File: config.mk
export PLATFORM = sky130hd
export DESIGN_NAME = reg_bank_mp
export DESIGN_NICKNAME = d
export VERILOG_FILES = /design/src/rtl/reg_bank_pkg.sv /design/src/rtl/reg_bank_clr.sv /design/src/rtl/reg_bank_mp.sv
export SDC_FILE = /design/constraint.sdc
export NUM_CORES = 1
export LEC_CHECK = 0
export CAP_MARGIN = 10
export CORE_AREA = 2 2 381 383
export DETAILED_ROUTE_END_ITERATION = 6
export DIE_AREA = 0 0 383 385
export PLACE_DENSITY = 0.5
export REMOVE_ABC_BUFFERS = 1
export SETUP_SLACK_MARGIN = 0.15
export SLEW_MARGIN = 20
export SYNTH_ARGS = -nofsm -noshare
export SYNTH_HDL_FRONTEND = slang
export SYNTH_SLANG_ARGS = --single-unit
export TNS_END_PERCENT = 1
File: constraint.sdc
create_clock -name clk -period 4.5 [get_ports clk]
set_input_delay 0.9 -clock clk [delete_from_list [all_inputs] [get_ports clk]]
set_output_delay 0.9 -clock clk [all_outputs]
set_load 0.01 [all_outputs]
File: src/rtl/reg_bank_pkg.sv
// Shared types and default parameter values for the multi-port register bank.
package reg_bank_pkg;

  localparam int unsigned DEF_XLEN     = 32;
  localparam int unsigned DEF_NREGS    = 32;
  localparam int unsigned DEF_NRD      = 2;
  localparam bit          DEF_ZERO_REG = 1'b1;
  localparam bit          DEF_BYPASS   = 1'b1;

  // CLEAR: the bank is sweeping zeros into every register, one per cycle.
  // READY: normal operation, writes accepted and stored data returned.
  typedef enum logic {
    CLEAR = 1'b0,
    READY = 1'b1
  } bank_state_e;

endpackage

File: src/rtl/reg_bank_clr.sv
// Clear sequencer: walks idx from 0 to NREGS-1 while in CLEAR, then
// reports ready. Reset or a clr request in READY restarts the sweep.
// State, index and ready are all visible on ports for observation.
module reg_bank_clr
  import reg_bank_pkg::*;
#(
  parameter int unsigned NREGS = DEF_NREGS,
  parameter int unsigned AW    = $clog2(NREGS)
) (
  input  logic          clk,
  input  logic          rst_n,
  input  logic          clr_i,
  output bank_state_e   state_o,
  output logic [AW-1:0] idx_o,
  output logic          ready_o
);

  localparam logic [AW-1:0] LAST_IDX = AW'(NREGS - 1);

  bank_state_e   state_q;
  logic [AW-1:0] idx_q;
  logic          ready_q;

  // Sweep sequencer; ready is registered so it flips on the same edge as state.
  always_ff @(posedge clk) begin
    if (!rst_n) begin
      state_q <= CLEAR;
      idx_q   <= '0;
      ready_q <= 1'b0;
    end else begin
      case (state_q)
        CLEAR: begin
          // clr is ignored here: an active sweep is never restarted by it.
          if (idx_q == LAST_IDX) begin
            state_q <= READY;
            idx_q   <= '0;
            ready_q <= 1'b1;
          end else begin
            idx_q <= idx_q + 1'b1;
          end
        end
        READY: begin
          if (clr_i) begin
            state_q <= CLEAR;
            idx_q   <= '0;
            ready_q <= 1'b0;
          end
        end
        default: begin
          state_q <= CLEAR;
          idx_q   <= '0;
          ready_q <= 1'b0;
        end
      endcase
    end
  end

  assign state_o = state_q;
  assign idx_o   = idx_q;
  assign ready_o = ready_q;

endmodule

File: src/rtl/reg_bank_mp.sv
// Multi-port register bank: one write port, NRD combinational read ports,
// optional hard-wired zero register and same-cycle write forwarding.
// Contents are zeroed by a sequential sweep rather than a parallel reset.
module reg_bank_mp
  import reg_bank_pkg::*;
#(
  parameter int unsigned XLEN     = DEF_XLEN,
  parameter int unsigned NREGS    = DEF_NREGS,
  parameter int unsigned NRD      = DEF_NRD,
  parameter bit          ZERO_REG = DEF_ZERO_REG,
  parameter bit          BYPASS   = DEF_BYPASS,
  parameter int unsigned AW       = $clog2(NREGS)
) (
  input  logic                clk,
  input  logic                rst_n,
  input  logic                we,
  input  logic [AW-1:0]       a3,
  input  logic [XLEN-1:0]     wd3,
  input  logic [NRD*AW-1:0]   ra,
  output logic [NRD*XLEN-1:0] rd,
  input  logic                clr,
  output logic                ready
);

  bank_state_e   state;
  logic [AW-1:0] idx;
  logic          clearing;
  logic          user_wr;
  logic          wr_en;
  logic [AW-1:0] wr_addr;
  logic [XLEN-1:0] wr_data;
  logic [XLEN-1:0] mem_q [NREGS];

  reg_bank_clr #(
    .NREGS (NREGS),
    .AW    (AW)
  ) u_clr (
    .clk     (clk),
    .rst_n   (rst_n),
    .clr_i   (clr),
    .state_o (state),
    .idx_o   (idx),
    .ready_o (ready)
  );

  assign clearing = (state == CLEAR);

  // A user write lands only in READY, loses to clr, and skips the zero register.
  assign user_wr = ready && we && !clr && !(ZERO_REG && (a3 == '0));

  // Select between the clear sweep and the user write port.
  always_comb begin
    wr_en   = 1'b0;
    wr_addr = a3;
    wr_data = wd3;
    if (rst_n) begin
      if (clearing) begin
        wr_en   = 1'b1;
        wr_addr = idx;
        wr_data = '0;
      end else if (user_wr) begin
        wr_en = 1'b1;
      end
    end
  end

  // Storage update; no parallel reset, the sweep does the zeroing.
  always_ff @(posedge clk) begin
    if (wr_en) begin
      mem_q[wr_addr] <= wr_data;
    end
  end

  for (genvar k = 0; k < NRD; k++) begin : g_rd
    logic [AW-1:0]   addr;
    logic [XLEN-1:0] data;

    assign addr = ra[k*AW +: AW];

    // Read mux: gated to 0 when not ready, zero register first, then forwarding.
    always_comb begin
      data = mem_q[addr];
      if (!ready) begin
        data = '0;
      end else if (ZERO_REG && (addr == '0)) begin
        data = '0;
      end else if (BYPASS && we && !clr && (a3 == addr)) begin
        data = wd3;
      end
    end

    assign rd[k*XLEN +: XLEN] = data;
  end

endmodule

==> results of run 1 <==
## how the worst min path moves through the flow
stage                         from              to  slack, ns  depth (start not counted)
finish              u_clr.idx_o[3]  u_clr.idx_o[3]       0.53                          2
global route        u_clr.idx_o[4]  u_clr.idx_o[4]       0.57                          2
CTS                 u_clr.idx_o[3]  u_clr.idx_o[3]       0.53                          2
detailed placement  u_clr.idx_o[4]  u_clr.idx_o[4]       0.52                          2
global placement    u_clr.idx_o[3]  u_clr.idx_o[3]       0.51                          2
floorplan           u_clr.idx_o[3]  u_clr.idx_o[3]       0.48                          2
## registers in the layout (all words and copies together) (netlist names)
| name | flops |
|---|---|
| mem_q | 1024 |
| u_clr.state_o | 1 |
| u_clr.idx_o | 5 |
| u_clr.ready_o | 1 |
## repair_timing
| item | CTS | global route |
|---|---|---|
| buffers inserted | 3 | 6 |
| pin swaps | 1 | 0 |
| setup endpoints to repair | 44 | 48 |
| gates cloned | 1 | 1 |
| resized for setup | 13 | 15 |
| hold buffers | 0 | 0 |
## metal layers
metal	GRT usage (%)	up-vias	part of all wire, %
li1	-	11443	-
met1	31.28	15753	41
met2	36.44	1412	48
met3	3.923	282	7.8
met4	6.963	2	2.8
met5	0	-	0.0078
## layout make-up
cell class | count | area, um^2 | share of cell area, %
inverters | 1 | 3.754 | 0.006407
flip-flops and latches | 1031 | 30890 | 52.72
clock inverters | 83 | 749.5 | 1.279
diodes | 3 | 7.507 | 0.01281
multi-input cells | 1245 | 17000 | 29.01
well taps | 1903 | 2381 | 4.064
clock buffers | 132 | 3005 | 5.130
repair buffers | 399 | 4554 | 7.773
## cells in the mapped netlist (all sizes together) (12+ instances only)
library cell	n
a211oi	65
a21oi	28
a221o	32
a22o	12
a22oi	88
and2	37
buf	130
clkbuf	77
edfxtp	1024
mux2	26
mux2i	124
mux4	494
nand2	70
nor2	39
nor2b	48
o211a	26
o211ai	27
o21ai	55
o22ai	12
## stage by stage
step | hold slack (ns) | utilization, % | TNS [ns] | instances | setup WS [ns]
global route | 0.5661 | 40.93 | 0 | 4794 | 0.05963
floorplan | 0.4769 | - | 0 | 2277 | 0.2944
detailed placement | 0.5189 | 38.10 | -0.4004 | 4566 | -0.2260
finish | 0.5284 | 40.93 | 0 | 4797 | 0.1148
global placement | 0.5086 | 38.10 | -0.6424 | 4566 | -0.1908
CTS | 0.5252 | 40.81 | 0 | 4785 | 0.09312
## power by group through the flow
stage               logic (W)  clock network, W  registers [W]
floorplan            0.000857                 0         0.0109
global placement      0.00187                 0         0.0109
detailed placement    0.00189                 0         0.0109
CTS                   0.00189           0.00963         0.0107
global route          0.00200            0.0100         0.0107
finish                0.00190           0.00946         0.0107
## cells by family after synthesis
logic type | count (synthesis)
buffers and inverters | 208
adder cells (fa/ha/maj) | 2
AO/OA/AOI/OAI | 368
XOR/XNOR | 10
flip-flops | 1031
AND/OR/NAND/NOR | 221
multiplexers | 644
## worst min-delay path, delay by kind of cell, from the launching register on
kind | cells | cell delay [ns]
AOI/OAI and AO/OA | 2 | 0.14
DFF | 1 | 0.33
==> impl_metrics.sql, run 1 <==
INSERT INTO impl_metrics (metric_group, metric, value, unit) VALUES
('global_routing', 'grt_pass1_vias', '30095', ''),
('pwr', 'pwr-share-clk', '42.9', '%'),
('route', 'drtAntennaViolNets', '0', ''),
('synth', 'compound_gate_portion_of_the_synthesized_area', '5.606', '%'),
('synth', 'synth.avg_cell_area', '19.54', 'um^2'),
('die', 'die-area', '147500', 'um^2'),
('synth', 'ff_latch_count_synth', '1031', ''),
('synth', 'simple_gate_area_share_of_the_yosys_netlist', '2.281', '%'),
('synth', 'synth.top_cell.area_share', '63.34', '%'),
('synth', 'synth_mux_area_share', '26.08', '%'),
('synth', 'post_syn_instances', '2484', ''),
('setup_path', 'critical-path-max-stage-delay', '0.48', 'ns'),
('timing', 'final-max-slew-violation-count', '0', ''),
('setup_path', 'crit_path_arrival_time', '3.49', 'ns'),
('cells_and_area', 'synthToLayoutAreaGrowth', '20.69', '%'),
('route', 'viasPerCell', '6.023', ''),
('setup_path', 'critical_path.reg2reg.startpoint', 'u_clr.state_o', ''),
('synth', 'largest_family_of_logic_cells_by_synthesized_area', 'multiplexers', ''),
('outcome', 'failed_checks', 'design-rule violations', ''),
('synth', 'synthesis.yosys.warnings', '0', ''),
('route', 'first_pass_iters', '7', ''),
('min_path', 'worstHoldPathType', 'flop to flop', ''),
('timing', 'rsz0062_at_grt', 'yes', ''),
('die', 'core_area', '143100', 'um^2'),
('die', 'die_width', '383', 'um'),
('clock_network', 'cts_max_level', '3', ''),
('timing', 'fmax', '228.0', 'MHz'),
('clock_network', 'cts-buffers-inserted', '116', ''),
('setup_path', 'r2r_slack', '1.62', 'ns'),
('pwr', 'design_power', '0.02207', 'W'),
('setup_path', 'slowest_stage', 'mux4_2', ''),
('synth', 'yosys_most_used_dff', 'edfxtp_1', ''),
('die', 'die_height', '385', 'um'),
('clock_network', 'root_buffer', 'clkbuf_16', ''),
('route', 'detailedRoute.firstIterationViolations', '3487', ''),
('global_routing', 'grt_antenna_before_repair', '5', ''),
('synth', 'synth_area_leader_cell', 'edfxtp_1', ''),
('global_routing', 'grt.total_usage', '22.59', '%'),
('timing', 'report.final.hold_viol_count', '0', ''),
('cells_and_area', 'final_common_cell', 'edfxtp_1', ''),
('setup_path', 'critical_path_peak_fanout', '24', ''),
('cells_and_area', 'final.fill_count', '12616', ''),
('cells_and_area', 'net_count_reported_at_finish', '2847', ''),
('timing', 'timing.final.crit_share', '97.45', '%'),
('global_routing', 'grt_first_pass_wirelength', '233.7', 'mm'),
('place', 'gp_routability_congestion', '0.7944', ''),
('synth', 'asyncSetResetFlopFracSynth', '0', '%'),
('setup_path', 'setup.worst_path.start_class', 'primary input', ''),
('synth', 'share_of_the_synthesized_netlist_area_taken_by_xor_and_xnor_gates', '0.1804', '%'),
('pwr', 'vdd_drop_max', '0.2847', 'mV'),
('setup_path', 'reg2regPathDepth', '7', ''),
('clock_network', 'tritoncts_num_sinks', '1031', ''),
('pwr', 'power-per-cell-area', '376.7', 'nW/um^2'),
('timing', 'worst-slew-pin-transition', '1.102', 'ns'),
('clock_network', 'clk_path_buf_depth', '3', ''),
('cells_and_area', 'final_area', '58590', 'um^2'),
('setup_path', 'critical_path.reg2reg.endpoint', 'mem_q[22][3]', ''),
('setup_path', 'cp_num_cells', '8', ''),
('synth', 'synthesized_cell_area', '48550', 'um^2'),
('route', 'detail_route.drc_violations', '2', ''),
('die', 'floorplan.io_pins', '116', ''),
('outcome', 'outcome', 'finished with violations', ''),
('global_routing', 'largest_net_degree_at_the_start_of_global_routing', '59', ''),
('timing', 'clock-skew-final', '0.02938', 'ns'),
('synth', 'synth_seq_area_share', '63.63', '%'),
('clock_network', 'tritoncts_clock_tree', 'built', ''),
('clock_network', 'worst_setup_hold_path_clk_slew', '0.05', 'ns'),
('pwr', 'power.combinational.fraction', '8.6', '%'),
('global_routing', 'gr-total-overflow', '0', ''),
('setup_path', 'crit_family', 'buffers and inverters', ''),
('clock_network', 'clk-insertion-delay-late', '0.73', 'ns');
No activity file was read; power rests on OpenSTA's default activity.
==> run 2: changes to the inputs <==
--- a/config.mk
+++ b/config.mk
@@ -11,3 +11,3 @@
 export DIE_AREA = 0 0 383 385
-export PLACE_DENSITY = 0.5
+export PLACE_DENSITY = 0.52
 export REMOVE_ABC_BUFFERS = 1
==> constraint.sdc (replaced) <==
create_clock -name clk -period 3.7 [get_ports clk]
set_input_delay 0.37 -clock clk [delete_from_list [all_inputs] [get_ports clk]]
set_output_delay 0.37 -clock clk [all_outputs]
set_load 0.01 [all_outputs]
==> impl_metrics.sql, run 2 (synthesized netlist as in run 1, its figures left out) <==
INSERT INTO impl_metrics (metric_group, metric, value, unit) VALUES
('outcome', 'outcome', 'finished clean', ''),
('die', 'die-area', '147500', 'um^2'),
('route', 'drtAntennaViolNets', '0', ''),
('timing', 'final_critical_path_setup_slack', '0.1630', 'ns'),
('clock_network', 'cts-buffers-inserted', '109', ''),
('route', 'first_pass_iters', '6', ''),
('die', 'cell_rows', '139', ''),
('setup_path', 'r2r_slack', '0.70', 'ns'),
('setup_path', 'critical_path.reg2reg.startpoint', 'u_clr.state_o', ''),
('cells_and_area', 'final_area', '58070', 'um^2'),
('setup_path', 'critical_path.reg2reg.endpoint', 'mem_q[12][10]', ''),
('setup_path', 'crit_type', 'primary input to output pin', ''),
('setup_path', 'setup.worst_path.start_class', 'primary input', ''),
('global_routing', 'largest_net_degree_at_the_start_of_global_routing', '48', ''),
('timing', 'clock-skew-final', '0.02816', 'ns'),
('pwr', 'vdd_drop_max', '0.3400', 'mV'),
('clock_network', 'clk_path_buf_depth', '3', ''),
('pwr', 'power.net_switching', '0.005931', 'W'),
('pwr', 'power-per-cell-area', '449.9', 'nW/um^2'),
('job', 'drv.max_cap_violation_count', '0', ''),
('place', 'port_buffer_cells', '115', ''),
('timing', 'timing.final.crit_share', '95.59', '%'),
('timing', 'fin_hold_ws', '0.4083', 'ns'),
('timing', 'fin_tns_setup', '0', 'ns'),
('global_routing', 'gr-total-overflow', '0', ''),
('pwr', 'internal_power', '0.02020', 'W'),
('timing', 'final-max-slew-violation-count', '0', ''),
('cells_and_area', 'net_count_reported_at_finish', '2803', ''),
('cells_and_area', 'final_common_cell', 'edfxtp_1', ''),
('global_routing', 'grt.total_usage', '21.58', '%'),
('setup_path', 'endpoint', 'rd[30]', ''),
('timing', 'setup-violations-final', '0', ''),
('clock_network', 'root_buffer', 'clkbuf_16', ''),
('route', 'detailroute.via_count', '28518', ''),
('clock_network', 'tritoncts_num_sinks', '1031', ''),
('cells_and_area', 'final.fill_count', '12531', ''),
('cells_and_area', 'post_route_cells_drive_above_1_share', '34.53', '%'),
('global_routing', 'grt_antenna_before_repair', '2', ''),
('setup_path', 'critical_path_peak_fanout', '17', ''),
('timing', 'rsz0062_at_grt', 'yes', ''),
('timing', 'worst-slew-pin-transition', '1.095', 'ns'),
('timing', 'fin_crit', '3.537', 'ns'),
('clock_network', 'worst_setup_hold_path_clk_slew', '0.06', 'ns'),
('route', 'top_layer_used', 'met4', ''),
('setup_path', 'timing.critical_path.to_type', 'output pin', ''),
('place', 'dpl_worst_slack', '0.09663', 'ns'),
('cells_and_area', 'layout.cells.most_common_list', 'edfxtp_1, mux4_2, buf_4, mux2i_1, clkbuf_16', ''),
('die', 'core_area', '143100', 'um^2'),
('cells_and_area', 'top_register', 'mem_q', ''),
('route', 'detailedRoute.firstIterationViolations', '3577', ''),
('die', 'die_width', '383', 'um'),
('die', 'die_height', '385', 'um'),
('clock_network', 'cts_max_level', '3', ''),
('pwr', 'sw_frac_of_total', '22.70', '%'),
('place', 'gp_routability_congestion', '0.8116', ''),
('route', 'detail_route.drc_violations', '0', ''),
('setup_path', 'setup.worst_path.start', 'ra[1]', ''),
('setup_path', 'reg2regPathDepth', '7', ''),
('clock_network', 'clk-insertion-delay-late', '0.73', 'ns'),
('pwr', 'power.combinational.fraction', '8.6', '%'),
('cells_and_area', 'largest_register_ff_count', '1024', ''),
('place', 'dp_hpwl', '101.7', 'mm'),
('setup_path', 'cp.required', '3.33', 'ns'),
('global_routing', 'grt_pass1_vias', '29564', ''),
('clock_network', 'tritoncts_clock_tree', 'built', ''),
('die', 'floorplan.io_pins', '116', ''),
('setup_path', 'crit_path_arrival_time', '3.17', 'ns'),
('route', 'route.final.wire_length', '160.1', 'mm'),
('pwr', 'pwr-share-clk', '41.6', '%'),
('route', 'wl_per_cell', '33.71', 'um'),
('pwr', 'p_seq_share', '49.8', '%'),
('timing', 'fmax', '282.7', 'MHz'),
('cells_and_area', 'synthToLayoutAreaGrowth', '19.63', '%'),
('pwr', 'leak_pwr', '18.46', 'nW'),
('route', 'dr_wl_met2', '75.41', 'mm'),
('cells_and_area', 'post-route-util', '40.57', '%'),
('min_path', 'worstHoldPathType', 'primary input to flop', ''),
('route', 'wl_met3', '12.81', 'mm'),
('timing', 'timing.slew.headroom', '26.97', '%'),
('route', 'viasPerCell', '6.005', ''),
('global_routing', 'grt_first_pass_wirelength', '224.9', 'mm'),
('timing', 'report.final.hold_viol_count', '0', ''),
('route', 'wl_met1', '66.65', 'mm'),
('place', 'dpl_cell_area', '54520', 'um^2'),
('die', 'initial_utilization', '33.92', '%');
## run 2: cell count changes in the layout (fill, tap and decap cells not counted), sizes merged, moves of 2 or more
cell	delta
clkbuf	+7
dlygate4sd2	-4
dlymetal6s2s	-2
buf	-35
clkinvlp	-6
clkdlybuf4s50	+6
bufinv	-2
clkinv	-10
## run 2: worst min-delay path by stage
| stage | start | endpoint | cells past startpoint |
|---|---|---|---|
| after floorplan | u_clr.idx_o[3] | u_clr.idx_o[3] | 2 |
| after global placement | u_clr.idx_o[3] | u_clr.idx_o[3] | 2 |
| after detailed placement | u_clr.idx_o[4] | u_clr.idx_o[4] | 2 |
| after CTS | clr | u_clr.state_o | 3 |
| after global routing | clr | u_clr.state_o | 3 |
| final | clr | u_clr.state_o | 3 |
## run 2: power by group through the flow
stage / clock (W) / combinational (W) / sequential [W]
floorplan: 0 / 0.00104 / 0.0132
global placement: 0 / 0.00221 / 0.0132
CTS: 0.0111 / 0.00224 / 0.0130
detailed placement: 0 / 0.00224 / 0.0133
global route: 0.0115 / 0.00236 / 0.0130
finish: 0.0109 / 0.00224 / 0.0130
## run 2: final cells by class
type / count / area [um^2] / area share (%)
tap: 1903 / 2381 / 4.100
inverter: 1 / 3.754 / 0.006463
clock inverter: 65 / 575.6 / 0.9911
antenna: 2 / 5.005 / 0.008618
sequential: 1031 / 30890 / 53.19
multi-input combinational: 1245 / 16960 / 29.21
timing repair buffer: 362 / 4325 / 7.448
clock buffer: 140 / 2929 / 5.044
## run 2: what timing repair did
action                                 CTS  global route
gates resized for setup                  1             3
endpoints found under the hold margin    0             0
setup endpoints to repair               25            25
buffers inserted                         2             0
hold buffers                             0             0
pin swaps                                1             0
cloned                                   0             0
## run 2: worst max-delay path, cell delays in order
cell and delay (ns):
buf_8 0.31, buf_4 0.33, mux4_2 0.55, a22o_1 0.22, o21ai_0 0.45, a41oi_1 0.31
clkdlybuf4s50_1 0.57
## run 2: per-layer routing
layer  vias up  global-route usage [%]
li1      11344                       -
met1     15446                   29.84
met2      1464                   34.17
met3       264                   4.116
met4         0                   7.480
met5         -                       0
## run 2: stage by stage
step	total power, W	std cells
2_1_floorplan	0.01429	2277
3_3_place_gp	0.01546	4540
3_5_place_dp	0.01550	4540
4_1_cts	0.02635	4747
5_1_grt	0.02689	4747
6_report	0.02613	4749
